**config.mk**
```make
export PLATFORM = sky130hd
export DESIGN_NAME = stack_game_ctrl
export DESIGN_NICKNAME = d
export VERILOG_FILES = /design/src/rtl/stack_game_ctrl.sv
export SDC_FILE = /design/constraint.sdc
export NUM_CORES = 1
export LEC_CHECK = 0
export ABC_CLOCK_PERIOD_IN_PS = 2200
export CORE_MARGIN = 3
export CORE_UTILIZATION = 44
export DETAILED_ROUTE_END_ITERATION = 10
export PLACE_DENSITY = 0.76
export SYNTH_ARGS = -nofsm -noshare
export SYNTH_HDL_FRONTEND = slang
export SYNTH_SLANG_ARGS = --single-unit
```
**constraint.sdc**
```tcl
create_clock -name clk -period 2.2 [get_ports clk]
set_input_delay 0.44 -clock clk [delete_from_list [all_inputs] [get_ports clk]]
set_output_delay 0.44 -clock clk [all_outputs]
set_load 0.02 [all_outputs]
```
**src/rtl/stack_game_ctrl.sv**
```systemverilog
// Gameplay controller for the block-stacking game: sequences the datapath load/shift strobes
// and keeps the row, score, chance and difficulty counters for a configurable tower.
module stack_game_ctrl #(
    parameter int unsigned NUM_ROWS    = 16,
    parameter int unsigned MAX_CHANCES = 3,
    parameter int unsigned BLOCK_MAX   = 40,
    parameter int unsigned OV_W        = 6,
    parameter int unsigned SCORE_W     = 10,
    parameter int unsigned DF_STEP     = 4,
    parameter int unsigned DF_MAX      = 3,
    localparam int unsigned ROW_W      = $clog2(NUM_ROWS),
    localparam int unsigned CH_W       = $clog2(MAX_CHANCES + 1),
    localparam int unsigned DF_W       = $clog2(DF_MAX + 1)
) (
    input  logic               clk,
    input  logic               reset,
    input  logic               place,
    input  logic               pause,
    input  logic [OV_W-1:0]    overlap_w,
    output logic               ld_x,
    output logic               ld_y,
    output logic               ld_d,
    output logic               ld_df,
    output logic               enable,
    output logic               save_x,
    output logic [ROW_W-1:0]   row,
    output logic [SCORE_W-1:0] score,
    output logic [CH_W-1:0]    chances,
    output logic [DF_W-1:0]    difficulty,
    output logic [1:0]         game_status
);

    localparam logic [ROW_W-1:0]   LAST_ROW   = ROW_W'(NUM_ROWS - 1);
    localparam logic [CH_W-1:0]    CH_FULL    = CH_W'(MAX_CHANCES);
    localparam logic [OV_W-1:0]    PERFECT_OV = OV_W'(BLOCK_MAX);
    localparam logic [SCORE_W-1:0] SCORE_MAX  = '1;

    typedef enum logic [2:0] {
        StPrep    = 3'd0,
        StMove    = 3'd1,
        StPaused  = 3'd2,
        StJudge   = 3'd3,
        StSuccess = 3'd4,
        StFail    = 3'd5,
        StWin     = 3'd6,
        StLose    = 3'd7
    } state_e;

    state_e state_q, state_d;

    logic               place_q;
    logic               place_pulse;
    logic [ROW_W-1:0]   row_q, row_d;
    logic [SCORE_W-1:0] score_q, score_d;
    logic [CH_W-1:0]    chances_q, chances_d;
    logic [DF_W-1:0]    diff_q, diff_d;
    logic               perfect_q, perfect_d;

    logic [31:0]        df_raw;
    logic [DF_W-1:0]    df_target;
    logic [SCORE_W:0]   score_inc;
    logic [SCORE_W:0]   score_sum;
    logic [SCORE_W-1:0] score_sat;

    assign place_pulse = place & ~place_q;

    always_ff @(posedge clk) begin
        if (reset) begin
            place_q <= 1'b0;
        end else begin
            place_q <= place;
        end
    end

    // State register.
    always_ff @(posedge clk) begin
        if (reset) begin
            state_q <= StPrep;
        end else begin
            state_q <= state_d;
        end
    end

    // Next-state logic.
    always_comb begin
        state_d = state_q;
        case (state_q)
            StPrep: state_d = StMove;
            StMove: begin
                // A place edge coinciding with pause is dropped, not deferred.
                if (pause) begin
                    state_d = StPaused;
                end else if (place_pulse) begin
                    state_d = StJudge;
                end
            end
            StPaused: begin
                if (!pause) begin
                    state_d = StMove;
                end
            end
            StJudge: begin
                if (row_q != '0 && overlap_w == '0) begin
                    state_d = StFail;
                end else begin
                    state_d = StSuccess;
                end
            end
            StSuccess: state_d = (row_q == LAST_ROW) ? StWin : StPrep;
            StFail:    state_d = (chances_q == CH_W'(1)) ? StLose : StMove;
            StWin, StLose: begin
                if (place_pulse) begin
                    state_d = StPrep;
                end
            end
            default: state_d = StPrep;
        endcase
    end

    // Outputs decode from the state; reset forces the PREP decode in the reset cycle itself.
    always_comb begin
        ld_x        = 1'b0;
        ld_y        = 1'b0;
        ld_d        = 1'b0;
        ld_df       = 1'b0;
        enable      = 1'b0;
        save_x      = 1'b0;
        game_status = 2'b01;
        if (reset) begin
            ld_x  = 1'b1;
            ld_y  = 1'b1;
            ld_d  = 1'b1;
            ld_df = 1'b1;
        end else begin
            case (state_q)
                StPrep: begin
                    ld_x  = 1'b1;
                    ld_y  = 1'b1;
                    ld_d  = 1'b1;
                    ld_df = 1'b1;
                end
                StMove:    enable = 1'b1;
                StPaused:  game_status = 2'b00;
                StSuccess: save_x = 1'b1;
                StFail: begin
                    ld_x = 1'b1;
                    ld_d = 1'b1;
                end
                StWin:   game_status = 2'b11;
                StLose:  game_status = 2'b10;
                default: ;
            endcase
        end
    end

    // Difficulty ramps one level every DF_STEP rows, capped at DF_MAX.
    always_comb begin
        df_raw = 32'(row_q) / DF_STEP;
        if (df_raw > DF_MAX) begin
            df_raw = DF_MAX;
        end
        df_target = DF_W'(df_raw);
    end

    // Perfect placements are worth double and the score saturates rather than wraps.
    always_comb begin
        score_inc = (SCORE_W + 1)'(diff_q) + (SCORE_W + 1)'(1);
        if (perfect_q) begin
            score_inc = score_inc << 1;
        end
        score_sum = {1'b0, score_q} + score_inc;
        score_sat = (score_sum > {1'b0, SCORE_MAX}) ? SCORE_MAX : score_sum[SCORE_W-1:0];
    end

    always_comb begin
        row_d     = row_q;
        score_d   = score_q;
        chances_d = chances_q;
        diff_d    = diff_q;
        perfect_d = perfect_q;
        case (state_q)
            StPrep:  diff_d = df_target;
            // The base row is always scored as a partial hit.
            StJudge: perfect_d = (row_q != '0) && (overlap_w >= PERFECT_OV);
            StSuccess: begin
                score_d = score_sat;
                if (perfect_q && chances_q < CH_FULL) begin
                    chances_d = chances_q + CH_W'(1);
                end
                if (row_q != LAST_ROW) begin
                    row_d = row_q + ROW_W'(1);
                end
            end
            StFail: chances_d = chances_q - CH_W'(1);
            StWin, StLose: begin
                if (place_pulse) begin
                    row_d     = '0;
                    score_d   = '0;
                    chances_d = CH_FULL;
                    diff_d    = '0;
                end
            end
            default: ;
        endcase
    end

    always_ff @(posedge clk) begin
        if (reset) begin
            row_q     <= '0;
            score_q   <= '0;
            chances_q <= CH_FULL;
            diff_q    <= '0;
            perfect_q <= 1'b0;
        end else begin
            row_q     <= row_d;
            score_q   <= score_d;
            chances_q <= chances_d;
            diff_q    <= diff_d;
            perfect_q <= perfect_d;
        end
    end

    assign row        = row_q;
    assign score      = score_q;
    assign chances    = chances_q;
    assign difficulty = diff_q;

endmodule

```
# Yosys cells after proc, flatten, opt, wreduce, memory -nomap -nowiden
# Cells that the tools add are included.
# Widths: inputs -> output; s select.
word_totals:
  elab_cells: 80
  inputBits: 10
  ff_bits: 23
  output_inout_bits: 26
op_classes:
  n_reduce_logical: 16
  mux: 31
  n_eq_ne: 15
  addsub: 5
  bitwise: 2
  order_cmp: 4
op_table:
  columns: ["operator", "n"]
  rows:
  - ["$pmux 3 s7", 1]
  - ["$mux 10", 2]
  - ["$pmux 10 s2", 1]
  - ["$mux 3", 6]
  - ["$eq 3x3->1 const B", 4]
  - ["$mux 4", 3]
  - ["$pmux 2 s3", 2]
  - ["$add 10x11->11", 1]
  - ["$gt 11x10->1 const B", 1]
  - ["$mux 2", 5]
  - ["$mux 1", 9]
  - ["$reduce_and 3->1", 3]
  - ["$ne 2x2->1 const B", 4]
  - ["$pmux 4 s2", 1]
  - ["$eq 3x2->1 const B", 2]
  - ["$ge 6x6->1 const B", 1]
  - ["$logic_not 6->1", 1]
  - ["$add 4x1->4 const B", 1]
  - ["$eq 4x4->1 const B", 1]
  - ["$ne 4x4->1 const B", 1]
  - ["$pmux 2 s2", 1]
  - ["$reduce_and 2->1", 2]
  - ["$reduce_bool 2->1", 2]
  - ["$reduce_bool 4->1", 1]
  - ["other kinds (14)", 17]

# Longest topological paths before layout
# Gate-level depths: netlist of run 1.
logic_depth:
  depth_word: 6
  ltp_mapped: 9
  ltp_nobuf: 9

# Worst setup path before layout of run 1
# No wires, ideal clock.
synth_timing:
  path_type: "register to register"
  from: "reg diff_q[0], in the netlist difficulty[0]"
  to: "reg score_q[9], in the netlist score[9]"
  setup_time_ns: 0.119
  t_arrival_ns: 2.430
  synth_period_minus_slack_ns: 2.549
  path_buffers: 0
  required_time_ns: 2.081
  stages_incl_launch_ff: 10
  slack_ns: -0.349
  path_cell_list: "dfxtp_1 > ha_1 > inv_1 > mux2i_1 > fa_1 > a21o_1 > a21oi_1 > nand2_1 > or4_1 > o221a_2"
synth_via:
  elab_chain_len: 6
synth_lines:
  columns: ["item", "line_no", "source"]
  rows:
  - ["start, declared", "56", "logic [DF_W-1:0] diff_q, diff_d;"]
  - ["start signal, assigned", "218", "diff_q <= diff_d;"]
  - ["$add 2x1->3 *", "167", "score_inc = (SCORE_W + 1)'(diff_q) + (SCORE_W + 1)'(1);"]
  - ["$mux 4 *", "168", "if (perfect_q) begin"]
  - ["$add 10x11->11 *", "171", "score_sum = {1'b0, score_q} + score_inc;"]
  - ["$gt 11x10->1", "172", "score_sat = (score_sum > {1'b0, SCORE_MAX}) ? SCORE_MAX : score_sum[SCORE_W-1:0];"]
  - ["$mux 10 *", "172", null]
  - ["$pmux 10 s2 *", "181", "case (state_q)"]
  - ["end signal, assigned", "216", "score_q <= score_d;"]
  - ["end, declared", "54", "logic [SCORE_W-1:0] score_q, score_d;"]
# Every way passes the cells marked *; elsewhere a longest branch is shown, timed or not.
# A chain may end at the register's enable or synchronous reset.

# Worst setup path in the final report of run 1
layout_timing:
  from: "reg diff_q[1], in the netlist difficulty[1]"
  to: "reg score_q[9], in the netlist score[9]"
# Same word-level chain as after synthesis.

==> flow_summary.json, run 1 <==
{
  "cts_hold_buf": 0,
  "end_kind": "register",
  "dieHeight_um": 63.3,
  "rr_startpoint": "difficulty[1]",
  "rsz0062_at_grt": "yes",
  "synth_fp_nets": 202,
  "p_int_mw": 0.694,
  "critPathLaunchType": "register",
  "synth_top_area_share": 0.319,
  "core_area_um2": 3100,
  "critPathKind": "reg2reg",
  "grt_antenna_before_repair": 0,
  "cts_root_buffer": "clkbuf_4",
  "fin_cells": 284,
  "p_seq_frac": 0.442,
  "netlist_area_um2": 1440,
  "synth-main-ff-cell": "dfxtp_1",
  "finalWorstSetupSlack_ns": 0.00370,
  "io_pins": 36,
  "grtUsageTotal": 0.206,
  "highest_layer": "met4",
  "clk_latency_ns": 0.31,
  "area_growth_pct": 49.3,
  "die_area_um2": 4000,
  "route.detailed.vias_per_inst": 5.40,
  "total_leakage_power_nw": 0.872,
  "nets": 261,
  "netlist_instances": 182,
  "path_clk_slew_ns": 0.13,
  "vias": 1533,
  "slew_violations": 0,
  "seq_area_frac_synth": 0.319,
  "hp-class": "reg2reg",
  "powerDensity_nw_per_um2": 505,
  "p_comb_frac": 0.374,
  "first_global_vias": 1457,
  "wl_met2_um": 2100,
  "drive_gt1_frac": 0.242,
  "finClkSkew_ns": 0.00207,
  "layout_commonest_cell": "clkdlybuf4s50_1",
  "cts_sinks": 23,
  "worst_slew_pin_slew_ns": 0.457,
  "grt_max_degree": 13,
  "hold_depth": 2,
  "io_buffer_count": 35,
  "wl_um": 4030,
  "switching_share": 0.362,
  "dpl_cell_area_um2": 1990,
  "outcome": "completed",
  "power_mw": 1.09,
  "clkPwrFrac": 0.184,
  "min-delay-start": "score[3]",
  "grt_pass1_wl_um": 6600,
  "tns_ns": 0,
  "regToRegEndpoint": "score[9]",
  "hold_path_end": "score[3]",
  "dp.cells": 272,
  "finalSetupViolations": 0,
  "hold_viol": 0,
  "drtAntennaViolNets": 0,
  "max_freq_ghz": 0.455,
  "ys_warn_count": 0,
  "worstPathRequired_ns": 2.42,
  "wl_met3_um": 161,
  "wl_per_cell_um": 14.2,
  "layout_common_cells": "clkdlybuf4s50_1, buf_4, nand2_1",
  "overflow": 0,
  "drc": 0,
  "slew_headroom": 0.687,
  "synth_edf_count": 0,
  "worst-path-max-fanout": 4,
  "final_cell_area_um2": 2150,
  "p_switching_mw": 0.393,
  "cts_htree_levels": 1,
  "fillCellCount": 281,
  "postSynthAreaPerCell_um2": 7.93,
  "hpwl_um": 2990,
  "maxCapViolCount": 0,
  "synth_area_leaders": "dfxtp_1, ha_1, nand2_1, nor2_1, a21oi_1",
  "n_antenna_cell": 0,
  "cts_inserted_buffers": 3,
  "critical_path_arrival_ns": 2.42,
  "ys_seq_elements": 23,
  "fp.dieW_um": 63.3,
  "synth_area_leader_cell": "dfxtp_1",
  "place_congestion": 0.835,
  "async_flop_share": 0,
  "ff2ff_setup_slack_ns": 0.004,
  "ir_worst_vdd_mv": 0.226,
  "ff2ff_path_depth": 8,
  "rows": 20,
  "drt_iter0_drc": 72,
  "min_period_over_period": 0.998,
  "period_minus_slack_ns": 2.20,
  "pre_cts_ws_ns": -0.146,
  "initial_core_util": 0.465,
  "cts_tree": "built",
  "ys_types": 46,
  "max-clock-path-buffers": 2,
  "first_pass_iters": 4,
  "wl_met1_um": 1740
}
## cell usage after synthesis (3+ instances only)
| cell type | instances |
|---|---|
| xnor2_1 | 3 |
| clkbuf_1 | 4 |
| mux2i_1 | 4 |
| a211oi_1 | 3 |
| dfxtp_1 | 23 |
| o21ai_0 | 11 |
| ha_1 | 9 |
| inv_1 | 10 |
| nor3_1 | 5 |
| a21oi_1 | 13 |
| nand3_1 | 10 |
| nand2b_1 | 7 |
| nor2_1 | 19 |
| nand2_1 | 20 |
## layout make-up
cell class | count | area, um2 | share of cell area
repair buffers | 63 | 571 | 0.265
flip-flops and latches | 23 | 469 | 0.218
clock buffers | 4 | 26.3 | 0.0122
multi-input cells | 140 | 995 | 0.462
inverters | 10 | 37.5 | 0.0174
well taps | 44 | 55.1 | 0.0256
## per-layer routing
metal  GRT usage  vias up
met5           0        -
met4      0.0809        0
met3      0.0357        2
met2       0.352       35
met1       0.256      732
li1            -      764
## cells by family after synthesis
| logic type | count (synthesis) | share of synthesized area |
|---|---|---|
| AND/OR/NAND/NOR | 76 | 0.267 |
| AO/OA/AOI/OAI | 44 | 0.193 |
| flip-flops | 23 | 0.319 |
| buffers and inverters | 19 | 0.0616 |
| adder cells (fa/ha/maj) | 10 | 0.0919 |
| multiplexers | 6 | 0.0434 |
| XOR/XNOR | 4 | 0.0243 |
## worst max path at each step
stage / from / endpoint / depth (start not counted) / slack (ns)
finish: difficulty[1] / score[9] / 8 / 0.004
global route: difficulty[1] / score[9] / 8 / -0.08
CTS: difficulty[1] / score[9] / 8 / -0.05
detailed placement: reset / ld_d / 4 / -0.15
global placement: reset / ld_x / 4 / -0.09
floorplan: difficulty[1] / score[9] / 8 / 0.04
## flip-flops by register name, summed over array words and instances, names as in the netlist
register    flops
score          10
row             4
state_q         3
chances         2
difficulty      2
perfect_q       1
place_q         1
## metrics by stage
step | hold WS, ns | util
2_1_floorplan | 0.505 | -
3_3_place_gp | 0.449 | 0.643
3_5_place_dp | 0.462 | 0.643
4_1_cts | 0.480 | 0.669
5_1_grt | 0.509 | 0.694
6_report | 0.483 | 0.694
## critical path: stages (launching register included)
cell	delay, ns
dfxtp_2	0.36
ha_4	0.24
mux2_4	0.28
ha_4	0.29
o21ai_2	0.05
o21bai_2	0.15
nand2b_1	0.12
or4_1	0.47
o221a_2	0.13
## power by group through the flow
stage          Clock [mW]  Sequential (mW)  Combinational, mW
2_1_floorplan           0            0.479              0.270
3_3_place_gp            0            0.484              0.407
3_5_place_dp            0            0.487              0.417
4_1_cts             0.210            0.480              0.400
5_1_grt             0.223            0.487              0.447
6_report            0.200            0.480              0.406
## repair_timing
item | in CTS | in global routing
setup buffers | 7 | 3
pin swaps | 7 | 11
setup endpoints to repair | 11 | 9
gates resized for setup | 14 | 19
endpoints found under the hold margin | 0 | 0
Power figures use the tool's default switching activity.
==> inputs of run 2 (changes only) <==
REMOVE_ABC_BUFFERS = 1   (was default)
==> flow_summary.json, run 2 (synthesized netlist as in run 1, its figures left out) <==
{
  "end_kind": "register",
  "hpwl_um": 2950,
  "p_seq_frac": 0.432,
  "hold_viol": 0,
  "hp-class": "reg2reg",
  "nets": 262,
  "path_clk_slew_ns": 0.14,
  "violations": "setup timing",
  "layout_commonest_cell": "buf_4",
  "wl_um": 4060,
  "period_minus_slack_ns": 2.29,
  "met1_usage": 0.268,
  "p_comb_frac": 0.378,
  "core_area_um2": 3100,
  "grt_max_degree": 15,
  "place_congestion": 0.863,
  "drc": 0,
  "max_freq_ghz": 0.436,
  "outcome": "complete, but fails checks",
  "drtAntennaViolNets": 0,
  "worstPathRequired_ns": 2.42,
  "area_growth_pct": 47.9,
  "vias": 1585,
  "grt_pass1_wl_um": 6610,
  "cts_sinks": 23,
  "cts_htree_levels": 1,
  "rsz0062_at_grt": "yes",
  "use_met3": 0.0267,
  "first_pass_iters": 4,
  "wl_per_cell_um": 14.2,
  "grt_antenna_before_repair": 0,
  "p_int_mw": 0.699,
  "switching_share": 0.361,
  "power_mw": 1.09,
  "clk_latency_ns": 0.32,
  "rows": 20,
  "busiest_layer": "met2",
  "grtUsageTotal": 0.201,
  "layout_common_cells": "buf_4, clkdlybuf4s50_1, nand2_1, dfxtp_1, nor2_1",
  "io_pins": 36,
  "overflow": 0,
  "max-clock-path-buffers": 2,
  "pre_cts_ws_ns": -0.219,
  "finalSetupViolations": 2,
  "slew_headroom": 0.690,
  "maxCapViolCount": 0,
  "drt_iter0_drc": 59,
  "fillCellCount": 260,
  "critPathLaunchType": "register",
  "cts_inserted_buffers": 3,
  "worst-path-max-fanout": 4,
  "ir_worst_vdd_mv": 0.288,
  "route.detailed.vias_per_inst": 5.56,
  "cts_root_buffer": "clkbuf_4",
  "ff2ff_setup_slack_ns": -0.09,
  "cts_hold_buf": 0,
  "critPathKind": "reg2reg",
  "post-route-util": 0.688,
  "cts_tree": "built",
  "total_leakage_power_nw": 0.870,
  "first_global_vias": 1495,
  "die_area_um2": 4000,
  "initial_core_util": 0.465,
  "finalWorstSetupSlack_ns": -0.0913,
  "worst_slew_pin_slew_ns": 0.452,
  "fp.dieW_um": 63.3,
  "dieHeight_um": 63.3,
  "drive_gt1_frac": 0.228,
  "powerDensity_nw_per_um2": 513,
  "critical_path_arrival_ns": 2.51,
  "finClkSkew_ns": 0.0134,
  "grt_use_met2": 0.320,
  "min_period_over_period": 1.04,
  "largest_reg_flops": 10,
  "p_switching_mw": 0.395,
  "slew_violations": 0,
  "io_buffer_count": 35,
  "n_antenna_cell": 0,
  "clkPwrFrac": 0.190
}
run 2: metal layers:
layer  wire length (um)  share of wire  up-vias
li1                   -              -      762
met1               1830           0.45      749
met2               1890           0.47       62
met3                221          0.054       12
met4                112          0.028        0
met5                  0              0        -
run 2: worst paths after layout:
path                 start  endpoint  depth (start not counted)
max          difficulty[0]  score[9]                          8
min               score[3]  score[3]                          2
max reg2reg  difficulty[0]  score[9]                          8
min reg2reg       score[3]  score[3]                          2
run 2: worst max-delay path: stages, from the launching register on:
cell and delay [ns]:
dfxtp_2 0.37, ha_4 0.24, mux2_4 0.27, ha_4 0.23, a21o_1 0.18, a21oi_2 0.20, nand2_1 0.09, or4_4 0.49
o221a_4 0.12
run 2: power by group through the flow:
stage / logic, mW / registers [mW] / clock network, mW
floorplan: 0.201 / 0.511 / 0
global placement: 0.417 / 0.480 / 0
detailed placement: 0.425 / 0.482 / 0
CTS: 0.409 / 0.473 / 0.212
global route: 0.453 / 0.478 / 0.240
finish: 0.413 / 0.473 / 0.208
run 2: what timing repair did:
item	CTS	global route
pin swaps	2	10
endpoints found under the setup margin	18	9
buffers inserted	1	4
resized for setup	21	13
run 2: metrics by stage:
step	std cells	hold WS, ns	TNS (ns)	area [um2]
2_1_floorplan	173	0.489	-1.83	1390
3_3_place_gp	276	0.451	-1.18	1980
3_5_place_dp	276	0.456	-1.98	1980
4_1_cts	281	0.475	0	2060
5_1_grt	285	0.493	-0.462	2130
6_report	285	0.473	-0.173	2130
run 2: layout make-up:
| class | count | area, um2 | area share |
|---|---|---|---|
| multi-input cells | 140 | 988 | 0.463 |
| repair buffers | 64 | 562 | 0.263 |
| flip-flops and latches | 23 | 464 | 0.218 |
| well taps | 44 | 55.1 | 0.0258 |
| inverters | 10 | 37.5 | 0.0176 |
| clock buffers | 4 | 26.3 | 0.0123 |
==> inputs of run 3 (changes only) <==
SLEW_MARGIN = 40   (was default)
==> results of run 3 <==
The final DEF is identical to that of run 2; final timing and power are the same.
